<file path="src/rtl/mult_iter_16b_pkg.sv">
// rtl/mult_iter_16b_pkg.sv - shared state encoding and default width for the iterative multiplier
package mult_iter_16b_pkg;

  localparam int DEFAULT_WIDTH = 16;

  typedef enum logic [1:0] {
    IDLE = 2'b00,
    RUN  = 2'b01,
    DONE = 2'b10
  } state_t;

endpackage

</file>
<file path="src/rtl/mult_iter_16b_if.sv">
// rtl/mult_iter_16b_if.sv - operand/product handshake bundle for mult_iter_16b
import mult_iter_16b_pkg::*;

interface mult_iter_16b_if #(parameter int WIDTH = DEFAULT_WIDTH);
  logic                 in_valid;
  logic                 in_ready;
  logic [WIDTH-1:0]     a;
  logic [WIDTH-1:0]     b;
  logic                 out_valid;
  logic                 out_ready;
  logic [2*WIDTH-1:0]   product;
  logic                 busy;

  modport master (
    output in_valid, a, b, out_ready,
    input  in_ready, out_valid, product, busy
  );

  modport slave (
    input  in_valid, a, b, out_ready,
    output in_ready, out_valid, product, busy
  );
endinterface

</file>
<file path="src/rtl/mult_iter_16b_rca_nb.sv">
// rtl/mult_iter_16b_rca_nb.sv - N-bit ripple-carry adder built from a chain of full-adder cells
module rca_nb #(
  parameter int N = 32
) (
  input  logic [N-1:0] x,
  input  logic [N-1:0] y,
  input  logic         cin,
  output logic [N-1:0] sum,
  output logic         cout
);

  // Each cell keeps its own carry net so the chain is not one self-referencing vector.
  for (genvar i = 0; i < N; i++) begin : g_fa
    logic ci;
    logic co;
    if (i == 0) begin : g_first
      assign ci = cin;
    end else begin : g_next
      assign ci = g_fa[i-1].co;
    end
    assign sum[i] = x[i] ^ y[i] ^ ci;
    assign co     = (x[i] & y[i]) | (ci & (x[i] ^ y[i]));
  end

  assign cout = g_fa[N-1].co;

endmodule

</file>
<file path="src/rtl/mult_iter_16b.sv">
// rtl/mult_iter_16b.sv - iterative unsigned shift-add multiplier; MULT_EARLY_TERM_EN stops once remaining multiplier bits are zero
import mult_iter_16b_pkg::*;

module mult_iter_16b #(
  parameter int WIDTH = DEFAULT_WIDTH
) (
  input  logic           clk,
  input  logic           rst,
  mult_iter_16b_if.slave bus
);

  localparam int PW = 2 * WIDTH;
  localparam int CW = $clog2(WIDTH);

  state_t           state;
  state_t           state_nx;
  logic [PW-1:0]    mcand;
  logic [PW-1:0]    acc;
  logic [PW-1:0]    addend;
  logic [PW-1:0]    sum;
  logic [WIDTH-1:0] mplier;
  logic [CW-1:0]    cnt;
  logic             accept;
  logic             last_iter;

  assign addend = mplier[0] ? mcand : '0;

  // Carry-out cannot be set for an exact product, so it is left open.
  rca_nb #(.N(PW)) u_add (
    .x    (acc),
    .y    (addend),
    .cin  (1'b0),
    .sum  (sum),
    .cout ()
  );

`ifdef MULT_EARLY_TERM_EN
  assign last_iter = (mplier[WIDTH-1:1] == '0) || (cnt == CW'(WIDTH - 1));
`else
  assign last_iter = (cnt == CW'(WIDTH - 1));
`endif

  assign accept        = bus.in_valid && (state == IDLE);
  assign bus.in_ready  = (state == IDLE);
  assign bus.out_valid = (state == DONE);
  assign bus.busy      = (state == RUN) || (state == DONE);
  assign bus.product   = acc;

  always_comb begin
    state_nx = state;
    case (state)
      IDLE:    if (bus.in_valid)  state_nx = RUN;
      RUN:     if (last_iter)     state_nx = DONE;
      DONE:    if (bus.out_ready) state_nx = IDLE;
      default:                    state_nx = IDLE;
    endcase
  end

  always_ff @(posedge clk) begin
    if (rst) begin
      state <= IDLE;
    end else begin
      state <= state_nx;
    end
  end

  always_ff @(posedge clk) begin
    if (rst) begin
      mcand  <= '0;
      mplier <= '0;
      acc    <= '0;
      cnt    <= '0;
    end else if (accept) begin
      mcand  <= {{WIDTH{1'b0}}, bus.a};
      mplier <= bus.b;
      acc    <= '0;
      cnt    <= '0;
    end else if (state == RUN) begin
      acc    <= sum;
      mcand  <= {mcand[PW-2:0], 1'b0};
      mplier <= {1'b0, mplier[WIDTH-1:1]};
      cnt    <= cnt + 1'b1;
    end
  end

endmodule
</file>
<file path="src/flat_wrapper.sv">
// flat-port wrapper written by rule: the top's interface ports become plain ports
module mult_iter_16b_flat 
#(
  parameter int WIDTH = DEFAULT_WIDTH
)
  (clk, rst, bus_in_valid, bus_a, bus_b, bus_out_ready, bus_in_ready, bus_out_valid, bus_product, bus_busy);
  mult_iter_16b_if #(.WIDTH(WIDTH)) bus_i ();
  input  logic clk;
  input  logic rst;
  input wire logic [$bits(bus_i.in_valid)-1:0] bus_in_valid;
  input wire logic [$bits(bus_i.a)-1:0] bus_a;
  input wire logic [$bits(bus_i.b)-1:0] bus_b;
  input wire logic [$bits(bus_i.out_ready)-1:0] bus_out_ready;
  output wire logic [$bits(bus_i.in_ready)-1:0] bus_in_ready;
  output wire logic [$bits(bus_i.out_valid)-1:0] bus_out_valid;
  output wire logic [$bits(bus_i.product)-1:0] bus_product;
  output wire logic [$bits(bus_i.busy)-1:0] bus_busy;
  assign bus_i.in_valid = bus_in_valid;
  assign bus_i.a = bus_a;
  assign bus_i.b = bus_b;
  assign bus_i.out_ready = bus_out_ready;
  assign bus_in_ready = bus_i.in_ready;
  assign bus_out_valid = bus_i.out_valid;
  assign bus_product = bus_i.product;
  assign bus_busy = bus_i.busy;
  mult_iter_16b #(.WIDTH(WIDTH)) u_core (.clk(clk), .rst(rst), .bus(bus_i));
endmodule
</file>
<file path="config.mk">
export PLATFORM = sky130hd
export DESIGN_NAME = mult_iter_16b_flat
export DESIGN_NICKNAME = d
export VERILOG_FILES = /design/src/rtl/mult_iter_16b_pkg.sv /design/src/rtl/mult_iter_16b_if.sv /design/src/rtl/mult_iter_16b_rca_nb.sv /design/src/rtl/mult_iter_16b.sv /design/src/flat_wrapper.sv
export SDC_FILE = /design/constraint.sdc
export NUM_CORES = 1
export LEC_CHECK = 0
export BUFFER_PORTS_ARGS = -buffer_cell sky130_fd_sc_hd__buf_4
export CORE_MARGIN = 5
export CORE_UTILIZATION = 40
export CTS_CLUSTER_DIAMETER = 60
export CTS_CLUSTER_SIZE = 10
export DETAILED_ROUTE_END_ITERATION = 8
export PLACE_DENSITY = 0.61
export RECOVER_POWER = 25
export SYNTH_ARGS = -nofsm -noshare
export SYNTH_HDL_FRONTEND = slang
export SYNTH_SLANG_ARGS = --single-unit
</file>
<file path="constraint.sdc">
create_clock -name clk -period 12.95 [get_ports clk]
set_input_delay 0 -clock clk [delete_from_list [all_inputs] [get_ports clk]]
set_output_delay 0 -clock clk [all_outputs]
set_load 0.005 [all_outputs]
</file>
==> results.md <==
* Achievable Freq at 80.3 MHz
* Sequential fraction of the synthesis area at 40.1%
* Chip width at roughly 110 um
* Drt drc at 0
* Mapped Area at 4300 um2
* Worst Reg2Reg Path Length in Cells at 39
* Detailed placement HPWL at 5460 um
* # fillers at 952
* CP Max Fanout at 3
* Starting DRT DRC Count at 107
* Global route overflow at 0
* Crit path largest cell delay at approximately 0.42 ns
* HP Class: in -> reg
* IO Pins at about 70
* Clock sinks at 86
* Pwr Total at approximately 0.7 mW
* Post-Layout Cell Count at roughly 640
* Layout area overhead at 24.9%
* Synth top area cells: dfxtp_1, mux2i_1, fa_1, nor2_1, a211oi_1
* Cell count after placement at 589
* DP Area at ~4800 um2
* CTS Buf Count at 9
* Initial antenna violation count at 0
* Syn Area/Cell at 10.5 um2
* Final Wtd Congestion at 0.786
* Yosys warns at 0
* Yosys top cell by area: dfxtp_1
* Hold depth at 3
* CTS H-tree lvls at 3
* Outcome: complete, no violations
* Final Skew at 0.0114 ns
* # nets final at 568
* Inserted Diodes at 0
* Worst Path Required at 13.19 ns
* DRT Wirelength at a little over 8000 um
* Clock tree from TritonCTS: built
* Slew Limit Fails at 0
* Vias per cell at 4.68
* Crit path top cell by count: fa_1
* Clk buf depth at 2
* Top-count cell post-synth: dfxtp_1
* NetSw at 0.222 mW
* Row cnt at 37
* Int Pwr at 0.492 mW
* Vias in the first global route at ~3,000
* Critical Path AT at 12.69 ns
* Seq pwr share at about 43%
* Worst-path clk slew at 0.09 ns
* Port-buffer cells at 70
* Sw frac at 31.0%
* Comb pwr share at 27.8%
* Critical path class: reg -> reg
* Startpoint Class: flop
* Setup crit end kind: flop
* Die Ht at approximately 110 um
* Static Leak at 2.24 nW
* First-pass detailed-route iteration total at 4
* Unrepaired setup endpoints after global routing: false
* Slew margin rel. at 23.1%
* Max Cap Viol at 0
* CTS Root Cell: clkbuf_8
* Syn nets at 480
* Global-route wire length before repair at 14,100 um
* WL/cell at 13.0 um
* Via count at 2,985
* Die area at 12,900 um2
* Clock power share at 29.1%
* Final non-filler cell area at 5370 um2
* Setup TNS at 0 ns
* Post-route ant nets at 0
* Peak supply drop at around 0.12 mV
* Final Hold Fails at 0
* PwrDens at 133 nW/um2
* Top-area cell type share of the netlist area at roughly two fifths
* Initial Util at 41.2%
* Count of final setup violators at 0
* Aggregate global-route resource usage at 13.3%
* Clock latency at the later pin of the worst-skew pair at 0.35 ns
* Placeable Area at 10,400 um2
* Netlist cell types at 29
* EDFF count, synth at 0
* Post-synth top flop: dfxtp_1
* Synth Instances at 409
* Worst path slowest cell: fa_1
* Tcrit/Tclk final at 96.2%
* Pin count of the biggest net entering global routing at 76
* Clock period minus worst slack at between 10 and 15 ns
* Register bit total from synthesis at 86
* Worst slew pin tran at 1.15 ns
* Layout cells sized above 1 at 17.9%
* Synth top cells by count: dfxtp_1, nor2_1, mux2i_1, a211oi_1, fa_1
* FFs w/ async S/R, synth at 0%
[flip-flops by register name, summed over array words and instances, names as in the netlist]
| signal | count |
|---|---|
| u_core.state | 2 |
| u_core.mcand | 32 |
| u_core.bus.product | 32 |
| u_core.mplier | 16 |
| u_core.cnt | 4 |
[kinds of logic (layout without fill, tap and decap cells)]
group	count (synthesis)	after routing	synth area share [%]
and+or+nand+nor	128	128	13.4
DFF	86	86	40.1
xor gates and xnor gates	3	3	0.612
buffers and inverters	39	132	5.42
AOI/OAI and AO/OA	41	41	7.11
muxes	77	77	17.9
adders and majority gates	35	35	15.4
[timing repair]
item                                   in CTS  in global routing
endpoints found under the hold margin      32                  0
setup endpoints to repair                   0                  1
gates resized for setup                     0                  2
hold buffers                               33                  0
buffers inserted                            0                  0
[worst max-delay path, delay by kind of cell, from the launching register on]
family,cells,cell delay [ns]
multiplexers,1,0.18
flip-flops,1,0.32
adder cells (fa/ha/maj),31,11.18
AND/OR/NAND/NOR,2,0.37
buffers and inverters,4,0.23
AO/OA/AOI/OAI,1,0.08
[path summary, 6_finish.rpt]
kind / startpoint / endpoint / slack [ns]
worst min-delay path: bus_in_valid / u_core.mcand[0]$_SDFFE_PP0P_ / 0.02
worst max-delay path: u_core.mcand[0]$_SDFFE_PP0P_ / u_core.bus.product[31]$_SDFFE_PP0P_ / 0.50
worst max register to register: u_core.mcand[0]$_SDFFE_PP0P_ / u_core.bus.product[31]$_SDFFE_PP0P_ / 0.50
worst min register to register: u_core.mplier[15]$_SDFFE_PP0P_ / u_core.mplier[15]$_SDFFE_PP0P_ / 0.49
[cell usage in the layout, fill, tap and decap left out]
cell type,count
bufinv_16,2
a211oi_2,1
a21oi_1,3
inv_1,10
a211oi_1,33
and2_1,28
nor2b_1,2
o311a_1,1
clkbuf_1,4
clkinvlp_4,2
nand3_1,5
inv_6,1
fa_1,29
clkbuf_4,26
nand2_2,2
nor2_1,81
and3b_1,1
o31ai_1,1
fa_2,1
dlygate4sd3_1,33
a21boi_0,1
clkinv_2,1
dfxtp_1,86
nand2_1,7
nand2b_1,1
ha_1,4
clkbuf_8,9
clkinv_4,1
inv_2,1
o21ai_1,1
buf_4,42
mux2i_1,77
xor2_1,2
ha_4,1
xnor2_1,1
nand4_1,1
[layer usage]
layer	track usage (%)	share of wire (%)
met5	0	0
met4	3.29	0.63
met3	3.40	4.2
met1	18.3	49
met2	21.0	46
[layout make-up]
class                   instances  area (um2)  area share [%]
clock buffers                   9         124            2.31
repair buffers                105         856            15.9
well taps                     136         170            3.17
multi-input cells             284        2360            43.9
clock inverters                 7        97.6            1.82
inverters                      11        41.3           0.769
flip-flops and latches         86        1720            32.1
[per-stage QoR]
stage / util [%] / hold slack, ns / setup WS [ns]
finish: 51.5 / 0.0224 / 0.495
detailed placement: 46.4 / 0.302 / 0.417
global placement: 46.4 / 0.296 / 0.512
CTS: 51.7 / 0.0125 / 0.349
floorplan: - / 0.163 / 0.732
global route: 51.5 / 0.00840 / 0.0140
[power groups by stage]
stage / combinational [mW] / sequential [mW] / clock [mW]
2_1_floorplan: 0.169 / 0.309 / 0
3_3_place_gp: 0.190 / 0.314 / 0
3_5_place_dp: 0.193 / 0.314 / 0
4_1_cts: 0.202 / 0.308 / 0.214
5_1_grt: 0.218 / 0.312 / 0.225
6_report: 0.199 / 0.308 / 0.207
No activity file was read; power rests on OpenSTA's default activity.
